### src/rtl/instr_qword_fetcher.sv
// Memory-side responder for I-cache line refills: one 128-bit qword per 4-phase
// req/ack handshake, assembled from four sequential 32-bit memory reads.
module instr_qword_fetcher #(
  parameter int BUS_ADDRESS_WIDTH = 20
) (
  input  logic                         clk_i,
  input  logic                         rst_ni,
  input  logic [BUS_ADDRESS_WIDTH-5:0] bus_addr_i,
  input  logic                         bus_valid_i,
  output logic [127:0]                 bus_data_o,
  output logic                         bus_valid_o,
  output logic [BUS_ADDRESS_WIDTH-3:0] mem_addr_o,
  output logic                         mem_rd_o,
  input  logic                         mem_ready_i,
  input  logic [31:0]                  mem_data_i,
  input  logic                         mem_valid_i,
  output logic                         busy_o
);

  typedef enum logic [2:0] {
    S_IDLE,
    S_REQ,
    S_WAIT,
    S_ACK,
    S_DROP
  } state_t;

  state_t                       r_state;
  state_t                       w_next;
  logic [BUS_ADDRESS_WIDTH-5:0] r_addr;
  logic [1:0]                   r_cnt;
  logic [127:0]                 r_data;
  logic                         w_latch;
  logic                         w_capture;

  always_comb begin
    w_next    = r_state;
    w_latch   = 1'b0;
    w_capture = 1'b0;
    case (r_state)
      S_IDLE: begin
        if (bus_valid_i) begin
          w_next  = S_REQ;
          w_latch = 1'b1;
        end
      end
      S_REQ: begin
        if (mem_ready_i) w_next = S_WAIT;
      end
      S_WAIT: begin
        // Responses are only honoured here, so strays in other states drop out.
        if (mem_valid_i) begin
          w_capture = 1'b1;
          w_next    = (r_cnt == 2'd3) ? S_ACK : S_REQ;
        end
      end
      S_ACK: begin
        if (!bus_valid_i) w_next = S_DROP;
      end
      S_DROP: begin
        w_next = S_IDLE;
      end
      default: begin
        w_next = S_IDLE;
      end
    endcase
  end

  always_ff @(posedge clk_i or negedge rst_ni) begin
    if (!rst_ni) begin
      r_state <= S_IDLE;
    end else begin
      r_state <= w_next;
    end
  end

  always_ff @(posedge clk_i or negedge rst_ni) begin
    if (!rst_ni) begin
      r_addr <= '0;
      r_cnt  <= '0;
      r_data <= '0;
    end else begin
      if (w_latch) begin
        r_addr <= bus_addr_i;
        r_cnt  <= '0;
      end
      if (w_capture) begin
        r_data[{r_cnt, 5'd0} +: 32] <= mem_data_i;
        // Counter parks at 3 after the last lane; the next request clears it.
        if (r_cnt != 2'd3) r_cnt <= r_cnt + 2'd1;
      end
    end
  end

  assign mem_rd_o    = (r_state == S_REQ);
  assign bus_valid_o = (r_state == S_ACK);
  assign busy_o      = (r_state != S_IDLE);
  assign mem_addr_o  = {r_addr, r_cnt};
  assign bus_data_o  = r_data;

endmodule
### config.mk
export PLATFORM = sky130hd
export DESIGN_NAME = instr_qword_fetcher
export DESIGN_NICKNAME = d
export VERILOG_FILES = /design/src/rtl/instr_qword_fetcher.sv
export SDC_FILE = /design/constraint.sdc
export NUM_CORES = 1
export LEC_CHECK = 0
export BUFFER_PORTS_ARGS = -buffer_cell sky130_fd_sc_hd__clkbuf_2
export CORE_ASPECT_RATIO = 1.5
export CORE_MARGIN = 1
export CORE_UTILIZATION = 40
export CTS_CLUSTER_SIZE = 12
export DETAILED_ROUTE_END_ITERATION = 7
export GPL_TIMING_DRIVEN = 0
export PLACE_DENSITY = 0.67
export SETUP_SLACK_MARGIN = 0.3
export SYNTH_ARGS = -nofsm -noshare
export SYNTH_HDL_FRONTEND = slang
export SYNTH_SLANG_ARGS = --single-unit
### constraint.sdc
create_clock -name clk_i -period 2.65 [get_ports clk_i]
set_clock_uncertainty 0.05 [all_clocks]
set_input_delay 0.3975 -clock clk_i [delete_from_list [all_inputs] [get_ports clk_i]]
set_output_delay 0.3975 -clock clk_i [all_outputs]
set_load 0.02 [all_outputs]
==> summary.md <==
| Metric | Value |
|---|---|
| Status | `finished, final reports clean` |
| Die Footprint | `17100 sq um` |
| Final worst-path cycle share | `80.7%` |
| Synth warn | `0` |
| Placed Instances | `951` |
| Maxcap violations | `0` |
| Placed cell areas | `7940 sq um` |
| Post-synth top area share | `56.2%` |
| First-pass detailed-route iteration total | `5` |
| Area of the core | `16200 sq um` |
| Initial core utilization | `41.0%` |
| GRT Util Overall | `22.8%` |
| Worst-Margin Slew | `0.623 ns` |
| HP Class | `input port to flop` |
| Critical path fanouts, max | `10` |
| Crit Reg-Reg Startpoint | `r_cnt[1]$_DFF_PN0_` |
| Final Wtd Congestion | `0.777` |
| R2R Setup Slk | `0.51 ns` |
| First-pass GRT wire length | `29600 um` |
| CP startpoint kind | `flop` |
| Post-Layout Cell Count | `986` |
| Worst vdd ir | `0.000474 V` |
| Hpwl dp | `13900 um` |
| Initial drt markers | `232` |
| Die Height | `160 um` |
| Critical path required time | `2.96 ns` |
| Critical path class | `flop to flop` |
| RSZ-0062 raised after global routing | `false` |
| Syn Std Cell Area | `6640 sq um` |
| Num CTS Buffers | `17` |
| Initial antenna violation count | `0` |
| Port Buf Inserts | `201` |
| Commonest non-fill, non-tap cells in the layout | `202 x clkbuf_2, 148 x dfrtp_1, 91 x nand4_1, 66 x a21bo_2, 36 x nand2_1` |
| Crit path DAT | `2.45 ns` |
| Wire per inst | `19.0 um` |
| Final Cell Area | `8610 sq um` |
| Chip width | `107 um` |
| Core Util, Final | `53.2%` |
| Clk buf depth | `2` |
| Average size of a mapped cell | `12.2 sq um` |
| Post-route ant nets | `0` |
| Layout cells sized above 1 | `46.3%` |
| Setup TNS | `0 ns` |
| Clk sinks | `149` |
| Top cells by area, synth | `dfrtp_1 56%, a21bo_2 10%, nand4_1 8.6%` |
| Clk pin slew, worst setup/hold paths | `0.06 ns` |
| CTS tree | `done` |
| Largest net degree at the start of global routing | `115` |
| ANT cells | `0` |
| Row cnt | `57` |
| Cell count after synthesis | `543` |
| Cell area power density | `966 nW/um^2` |
| Leading cell type in the layout, fill and taps excluded | `clkbuf_2` |
| Setup crit end kind | `flop` |
| Slew Viols, Final | `0` |
| Seq/Total Area, Yosys | `56.2%` |
| Vias per std cell | `5.28` |
| Seq cells post-synth | `149` |
| NumNets Final | `826` |
| Layout area overhead | `29.6%` |
| Min Tclk post-route | `2.14 ns` |
| Final hold viol count | `0` |
| DP Worst Slack | `0.0579 ns` |
| Fmax achieved | `468 MHz` |
| Htree depth | `4` |
| Root Buffer Master | `clkbuf_16` |
| Vias in the first global route | `5433` |
| Slew HR | `58.3%` |
| Library cells used by synthesis | `30` |
| Min setup slack post-route | `0.512 ns` |
| Yosys top cell by area | `dfrtp_1` |
| DR DRC count | `0` |
| P_leak | `4.70 nW` |
| HP Start | `bus_valid_i` |
| Clock latency on the worst-skew pair | `0.41 ns` |
| GRT overflow | `0` |
| Routed Wire Length | `18700 um` |
| Vias | `5206` |
| Mapped Nets | `601` |
| Final setup viols | `0` |
| I/O pin total | `202` |
| Setup crit start | `r_cnt[1]$_DFF_PN0_` |
## path summary, 6_finish.rpt
check / endpoint / cells past startpoint
worst max register to register: bus_data_o[51]$_DFFE_PN0P_ / 7
min in group asynchronous: r_addr[0]$_DFFE_PN0P_ / 2
worst min register to register: bus_data_o[83]$_DFFE_PN0P_ / 1
max in group asynchronous: bus_data_o[102]$_DFFE_PN0P_ / 3
worst max-delay path: bus_data_o[51]$_DFFE_PN0P_ / 7
worst min-delay path: r_state[2]$_DFFE_PN0P_ / 2
## report_power, final
group,internal [mW],leakage (nW),switching [mW]
sequential,2.70,1.99,0.240
combinational,1.00,2.42,1.85
clock,1.58,0.287,0.946
## repair_timing
item                                    4_1_cts  5_1_grt
pin swaps                                     1        0
buffers inserted                              1        2
gates resized for setup                       6        1
hold buffers                                  1        0
endpoints found under the setup margin       92       49
gates cloned                                  0        0
hold endpoints to repair                     35        0
## state kept, by name (all words and copies together) (netlist names)
| signal | cells |
|---|---|
| r_cnt | 2 |
| bus_data_o | 128 |
| r_addr | 16 |
| r_state | 3 |
## kinds of logic after synthesis
kind of cell / Yosys count / synth area share (%)
simple gates: 153 / 14.2
flops: 149 / 56.2
compound gates: 100 / 14.7
buf+inv: 85 / 5.94
mux: 51 / 8.05
fa+ha+maj: 5 / 0.942
## routing by layer
metal  wire [um]  vias to the layer above  GRT usage [%]
li1            -                     2392              -
met1        7480                     2607           26.6
met2       10000                      170           41.0
met3         726                       37           3.84
met4         514                        0           9.28
met5           0                        -              0
## per-stage QoR
stage	total power, mW	hold slack, ns
global route	8.75	0.144
global placement	5.66	0.415
finish	8.31	0.150
floorplan	4.77	0.0519
detailed placement	5.78	0.281
CTS	8.38	0.130
## layout make-up
type	instances	area [sq um]
plain buffers	51	272
clock buffers	20	437
clock inverters	11	174
fillers	1436	7580
inverters	34	128
multi-input cells	309	2530
flip-flops and latches	149	3730
well taps	206	258
repair buffers	206	1070
## synth_stat cells (all sizes together)
cell type and count:
nand3b 1, ha 5, nor2b 2, or3 1, nand2 36, nor2 4, mux2 19, and3b 2
and4 6, and4bb 2, a21o 5, nor3b 3, buf 35, nand4b 1, a21bo 91, a211oi 2
mux2i 32, nand2b 1, inv 34, dfrtp 149, nor4b 3, nand4 91, clkbuf 16, a21oi 2
## worst max-delay path: stages (launching register included)
cell      delay, ns
dfrtp_1        0.39
inv_1          0.11
ha_2           0.44
and4bb_2       0.24
buf_2          0.23
clkbuf_4       0.28
nand4_1        0.12
a21bo_2        0.22
Power figures use the tool's default switching activity.
